## config.mk

```make
export PLATFORM = sky130hd
export DESIGN_NAME = camasir_sepeti_flat
export DESIGN_NICKNAME = d
export VERILOG_FILES = /design/src/rtl/camasir_sepeti_pkg.sv /design/src/rtl/camasir_sepeti_if.sv /design/src/rtl/camasir_sepeti_sepet_paketleyici.sv /design/src/rtl/camasir_sepeti.sv /design/src/flat_wrapper.sv
export SDC_FILE = /design/constraint.sdc
export NUM_CORES = 1
export LEC_CHECK = 0
export CAP_MARGIN = 0
export CORE_MARGIN = 2
export CORE_UTILIZATION = 48
export DETAILED_ROUTE_END_ITERATION = 6
export GPL_TIMING_DRIVEN = 0
export PLACE_DENSITY = 0.79
export SLEW_MARGIN = 10
export SYNTH_ARGS = -nofsm -noshare
export SYNTH_HDL_FRONTEND = slang
export SYNTH_HIERARCHICAL = 1
export SYNTH_SLANG_ARGS = --single-unit
```

## constraint.sdc

```tcl
create_clock -name clk -period 2.2 [get_ports clk]
set_input_delay 0.44 -clock clk [delete_from_list [all_inputs] [get_ports clk]]
set_output_delay 0.44 -clock clk [all_outputs]
set_load 0.1 [all_outputs]
```

## src/rtl/camasir_sepeti_pkg.sv

```systemverilog
// Shared types and constants for the camasir_sepeti laundry-basket front end.
// Holds the FSM state encoding and the garment/load widths.
package camasir_sepeti_pkg;

  typedef enum logic [1:0] {
    TOPLA  = 2'd0,
    BASLAT = 2'd1,
    BEKLE  = 2'd2
  } durum_t;

  localparam int NIBBLE_W     = 4;
  localparam int YUK_W        = 16;
  localparam int PARCA_SAYISI = YUK_W / NIBBLE_W;
  localparam int SAYI_W       = $clog2(PARCA_SAYISI + 1);

  localparam logic [NIBBLE_W-1:0] PARCA_BOS = 4'h0;

endpackage

```

## src/rtl/camasir_sepeti_if.sv

```systemverilog
// Garment/load handshake bundle between the upstream source, the basket
// and the downstream wash pipeline.
interface camasir_sepeti_if #(
  parameter int SAYAC_W = 8
);

  logic                                     parca_gecerli;
  logic [camasir_sepeti_pkg::NIBBLE_W-1:0]  parca;
  logic                                     hemen;
  logic                                     bitti;
  logic [camasir_sepeti_pkg::YUK_W-1:0]     camasir;
  logic                                     basla;
  logic                                     hazir;
  logic [SAYAC_W-1:0]                       yuk_sayisi;
  logic                                     hata;

  modport master (
    output parca_gecerli, parca, hemen, bitti,
    input  camasir, basla, hazir, yuk_sayisi, hata
  );

  modport slave (
    input  parca_gecerli, parca, hemen, bitti,
    output camasir, basla, hazir, yuk_sayisi, hata
  );

endinterface

```

## src/rtl/camasir_sepeti_sepet_paketleyici.sv

```systemverilog
// Nibble packer: the k-th accepted garment lands in nibble k of the load,
// alongside the running garment count.
module sepet_paketleyici
  import camasir_sepeti_pkg::*;
(
  input  logic                clk,
  input  logic                rst_n,
  input  logic                i_kabul,
  input  logic                i_temizle,
  input  logic [NIBBLE_W-1:0] i_parca,
  output logic [YUK_W-1:0]    o_camasir,
  output logic [SAYI_W-1:0]   o_sayi
);

  logic [SAYI_W-1:0] r_sayi;

  always_ff @(posedge clk or negedge rst_n) begin
    if (!rst_n) begin
      r_sayi <= '0;
    end else if (i_temizle) begin
      r_sayi <= '0;
    end else if (i_kabul && (r_sayi != SAYI_W'(PARCA_SAYISI))) begin
      r_sayi <= r_sayi + SAYI_W'(1);
    end
  end

  assign o_sayi = r_sayi;

  // Each nibble owns its own register so the write select is a plain compare.
  for (genvar gi = 0; gi < PARCA_SAYISI; gi++) begin : g_nibble
    logic [NIBBLE_W-1:0] r_nibble;

    always_ff @(posedge clk or negedge rst_n) begin
      if (!rst_n) begin
        r_nibble <= '0;
      end else if (i_temizle) begin
        r_nibble <= '0;
      end else if (i_kabul && (r_sayi == SAYI_W'(gi))) begin
        r_nibble <= i_parca;
      end
    end

    assign o_camasir[gi*NIBBLE_W +: NIBBLE_W] = r_nibble;
  end

endmodule

```

## src/rtl/camasir_sepeti.sv

```systemverilog
// Laundry-pipeline initiator: collects garments into a load, pulses basla and
// waits for bitti. Optional watchdog on the wait enabled by ZAMAN_ASIMI_EN.
module camasir_sepeti
  import camasir_sepeti_pkg::*;
#(
  parameter int ESIK        = 4,
  parameter int SAYAC_W     = 8,
  parameter int BEKLEME_MAX = 1024
) (
  input  logic              clk,
  input  logic              rst_n,
  camasir_sepeti_if.slave   bus
);

  localparam logic [SAYI_W-1:0] ESIK_C = SAYI_W'(ESIK);

  durum_t              r_durum;
  durum_t              w_durum_next;
  logic                w_kabul;
  logic                w_temizle;
  logic                w_bitir;
  logic                w_zaman;
  logic                w_baslat;
  logic                w_basla;
  logic                w_hazir;
  logic [SAYI_W-1:0]   w_sayi;
  logic [SAYI_W-1:0]   w_sayi_sonra;
  logic [YUK_W-1:0]    w_camasir;
  logic [SAYAC_W-1:0]  r_yuk;

  sepet_paketleyici u_paketleyici (
    .clk       (clk),
    .rst_n     (rst_n),
    .i_kabul   (w_kabul),
    .i_temizle (w_temizle),
    .i_parca   (bus.parca),
    .o_camasir (w_camasir),
    .o_sayi    (w_sayi)
  );

  // Launch decision looks at the count including this cycle's garment.
  assign w_sayi_sonra = w_sayi + SAYI_W'(w_kabul);
  assign w_baslat     = (w_sayi_sonra == ESIK_C) ||
                        (bus.hemen && (w_sayi_sonra != '0));

  always_ff @(posedge clk or negedge rst_n) begin
    if (!rst_n) begin
      r_durum <= TOPLA;
    end else begin
      r_durum <= w_durum_next;
    end
  end

  always_comb begin
    w_durum_next = r_durum;
    unique case (r_durum)
      TOPLA:   if (w_baslat) w_durum_next = BASLAT;
      BASLAT:  w_durum_next = BEKLE;
      BEKLE:   if (w_bitir || w_zaman) w_durum_next = TOPLA;
      default: w_durum_next = TOPLA;
    endcase
  end

  always_comb begin
    w_kabul   = 1'b0;
    w_bitir   = 1'b0;
    w_basla   = 1'b0;
    w_hazir   = 1'b0;
    w_temizle = 1'b0;
    unique case (r_durum)
      TOPLA: begin
        w_hazir = 1'b1;
        w_kabul = bus.parca_gecerli && (bus.parca != PARCA_BOS);
      end
      BASLAT: w_basla = 1'b1;
      BEKLE: begin
        w_bitir   = bus.bitti;
        w_temizle = bus.bitti || w_zaman;
      end
      default: w_hazir = 1'b0;
    endcase
  end

  always_ff @(posedge clk or negedge rst_n) begin
    if (!rst_n) begin
      r_yuk <= '0;
    end else if (w_bitir) begin
      r_yuk <= r_yuk + SAYAC_W'(1);
    end
  end

`ifdef ZAMAN_ASIMI_EN
  localparam int WD_W = $clog2(BEKLEME_MAX + 1);

  logic [WD_W-1:0] r_bekleme;
  logic            r_hata;

  always_ff @(posedge clk or negedge rst_n) begin
    if (!rst_n) begin
      r_bekleme <= '0;
    end else if (r_durum == BEKLE) begin
      r_bekleme <= r_bekleme + WD_W'(1);
    end else begin
      r_bekleme <= '0;
    end
  end

  // A bitti arriving on the expiry cycle completes normally instead.
  assign w_zaman = (r_durum == BEKLE) && !bus.bitti &&
                   (r_bekleme == WD_W'(BEKLEME_MAX - 1));

  always_ff @(posedge clk or negedge rst_n) begin
    if (!rst_n) begin
      r_hata <= 1'b0;
    end else if (w_zaman) begin
      r_hata <= 1'b1;
    end
  end

  assign bus.hata = r_hata;
`else
  assign w_zaman  = 1'b0;
  assign bus.hata = 1'b0;
`endif

  assign bus.camasir    = w_camasir;
  assign bus.basla      = w_basla;
  assign bus.hazir      = w_hazir;
  assign bus.yuk_sayisi = r_yuk;

endmodule
```

## src/flat_wrapper.sv

```systemverilog
// flat-port wrapper written by rule: the top's interface ports become plain ports
module camasir_sepeti_flat import camasir_sepeti_pkg::*;
#(
  parameter int ESIK        = 4,
  parameter int SAYAC_W     = 8,
  parameter int BEKLEME_MAX = 1024
)
  (clk, rst_n, bus_parca_gecerli, bus_parca, bus_hemen, bus_bitti, bus_camasir, bus_basla, bus_hazir, bus_yuk_sayisi, bus_hata);
  camasir_sepeti_if #(.SAYAC_W(SAYAC_W)) bus_i ();
  input  logic clk;
  input  logic rst_n;
  input wire logic [$bits(bus_i.parca_gecerli)-1:0] bus_parca_gecerli;
  input wire logic [$bits(bus_i.parca)-1:0] bus_parca;
  input wire logic [$bits(bus_i.hemen)-1:0] bus_hemen;
  input wire logic [$bits(bus_i.bitti)-1:0] bus_bitti;
  output wire logic [$bits(bus_i.camasir)-1:0] bus_camasir;
  output wire logic [$bits(bus_i.basla)-1:0] bus_basla;
  output wire logic [$bits(bus_i.hazir)-1:0] bus_hazir;
  output wire logic [$bits(bus_i.yuk_sayisi)-1:0] bus_yuk_sayisi;
  output wire logic [$bits(bus_i.hata)-1:0] bus_hata;
  assign bus_i.parca_gecerli = bus_parca_gecerli;
  assign bus_i.parca = bus_parca;
  assign bus_i.hemen = bus_hemen;
  assign bus_i.bitti = bus_bitti;
  assign bus_camasir = bus_i.camasir;
  assign bus_basla = bus_i.basla;
  assign bus_hazir = bus_i.hazir;
  assign bus_yuk_sayisi = bus_i.yuk_sayisi;
  assign bus_hata = bus_i.hata;
  camasir_sepeti #(.ESIK(ESIK), .SAYAC_W(SAYAC_W), .BEKLEME_MAX(BEKLEME_MAX)) u_core (.clk(clk), .rst_n(rst_n), .bus(bus_i));
endmodule
```

==> reports/results.ini <==
[outcome]
status=completed

[clock_network]
clkTransAtPathRegs_ps=90
htreeDepth=2
cts_buffer_depth=2
cts_num_sinks=29
cts-root-buf=clkbuf_4
cts_inserted_buffers=5
tritoncts=done
clk-insertion-delay-late_ps=320
holdBufCountCts=0
cts_setup_buffers=0

[place]
pre_cts_ws_ps=-448
port_buffers=34
gp_congestion=0.794
dp_hpwl_um=2150
dp.cells=188
place_area_um2=1800

[setup_path]
path_buf_inv=1
cp_slowest_stage_delay_ps=890
crit_type=reg2out
crit_path_cell_trace=dlygate4sd2_1
crit_fanout=6
required_ps=1760
cp-end-kind=output pin
crit_slowest_cell=dlygate4sd2_1
crit_family=buffers and inverters
start_kind=flip-flop
worstPathArrival_ps=1660

[final_layout]
most-common-layout-cells=dfrtp_1, dlygate4sd2_1, nor2_1
final_common_cell=dfrtp_1
antenna_cells=0
final_nets=181
design_area_um2=1860
layout-drive-gt1-share_pct=13.9
layoutNonFillerInstCount=196
fin_util_pct=66.9
syn2layout_area_growth_pct=31.5

[timing]
finalCriticalPeriod_ps=2100
max_freq_ghz=0.477
worstMarginPinSlew_ps=967
slew_headroom_pct=35.8
setup_ws_ps=105
period_share_pct=95.2
finalSetupViolCount=0
slew_violations=0
hold_viol_final=0
fin_skew_ps=3.42
rsz0062_at_grt=no

[floorplan]
die_h_um=58.3
core_area_um2=2780
die_w_um=58.3
dieArea_um2=3400
io_pins=36
initial_core_util_pct=50.9
rows=19

[synthesis]
yosysSeqAreaShare_pct=51.3
synthTopCellsByArea=dfrtp_1, mux2i_1, ha_1, xnor2_1, nor2_1
yosys_warnings=6
synth_top_area_share_pct=51.3
synth_area_um2=1420
synth_area_per_cell_um2=11.5
synth_cell_types=28
synth-seq-cells=29
syn-num-nets=140
yosys.area.top_type=dfrtp_1
synthCells=123

[global_routing]
antenna_found_initial=0
track_usage_pct=19.2
grt_pass1_vias=1077
overflow=0
grt_start_max_net_pins=30
grt_pass1_wl_um=4850

[route]
routed_wl_um=2900
viasPerCell=5.28
via_count=1035
ant_nets=0
drc=0
drt_first_pass_iters=4
drt_iter0_markers=9
routedWlPerCell_um=14.8

[hold_path]
worstHoldPathType=in2async

[flow_run]
drv_cap=0

==> cells by family (layout without fill, tap and decap cells) <==
kind of cell	Yosys count	after routing	synth area share, %
AO/OA/AOI/OAI	8	8	3.54
XOR/XNOR	9	9	5.57
adder cells (fa/ha/maj)	8	8	7.07
buffers and inverters	9	51	3.62
flip-flops	29	29	51.3
multiplexers	14	14	10.3
other	1	1	0.265
AND/OR/NAND/NOR	45	45	18.4
==> path summary, 6_finish.rpt <==
| check | slack [ps] | endpoint | from | cells past startpoint |
|---|---|---|---|---|
| max | 100 | bus_yuk_sayisi[0] | u_core/bus.yuk_sayisi[0]$_DFFE_PN0P_ | 1 |
| min | 120 | u_core/u_paketleyici/g_nibble[3].r_nibble[2]$_DFFE_PN0P_ | rst_n | 1 |
| max reg2reg | 320 | u_core/r_durum[0]$_DFFE_PN0P_ | u_core/r_durum[1]$_DFFE_PN0P_ | 8 |
| min reg2reg | 480 | u_core/bus.yuk_sayisi[7]$_DFFE_PN0P_ | u_core/bus.yuk_sayisi[7]$_DFFE_PN0P_ | 1 |
| max in group asynchronous | 1680 | u_core/bus.yuk_sayisi[3]$_DFFE_PN0P_ | rst_n | 1 |
| min in group clk | 480 | u_core/bus.yuk_sayisi[7]$_DFFE_PN0P_ | u_core/bus.yuk_sayisi[7]$_DFFE_PN0P_ | 1 |
==> sequential cells by signal (all words and copies together) (netlist names) <==
name,flops
u_core/u_paketleyici/o_sayi,3
u_core/u_paketleyici/g_nibble.r_nibble,16
u_core/bus.yuk_sayisi,8
u_core/r_durum,2
==> cells in the mapped netlist <==
cell / instances
nor3b_1: 1
and4_1: 1
xnor2_1: 8
inv_1: 4
ha_1: 8
a21oi_1: 5
nor2_1: 18
nand3_1: 5
and3b_1: 1
mux2_4: 1
nand2b_1: 1
nor4_1: 1
o21ai_0: 1
a21boi_2: 1
a2111oi_0: 1
or2_2: 1
buf_6: 1
nand2_1: 7
conb_1: 1
xor2_1: 1
nor2b_1: 1
buf_2: 2
mux2i_1: 13
buf_4: 2
nand4_1: 4
nand3b_4: 3
dfrtp_1: 29
and3_1: 1
==> routing by layer <==
metal,track usage (%),part of all wire [%],vias up
met5,0,0,-
met2,34.0,52,33
met3,6.15,5.8,9
met4,8.31,2.4,0
li1,-,-,496
met1,21.0,40,497
==> cell type report <==
cell class	instances	area, um^2
Clock buffer	7	55.1
Multi-Input combinational cell	85	653
Clock inverter	1	30.0
Sequential cell	29	726
Tap cell	31	38.8
Buffer	5	36.3
Fill cell	246	921
Inverter	4	15.0
Timing Repair Buffer	34	307
==> what timing repair did <==
action	in CTS	in global routing
hold endpoints to repair	0	0
resized for setup	34	2
pin swaps	0	0
cloned	0	0
setup endpoints to repair	27	1
==> stage by stage <==
stage / hold slack, ps / setup TNS [ps]
finish: 119 / 0
floorplan: 144 / -40.0
detailed placement: 465 / -457
global placement: 461 / -340
CTS: 477 / 0
global route: 181 / 0
Power is not shown: default switching activity piles up to over one toggle a cycle in this logic, so the estimate is an artifact.
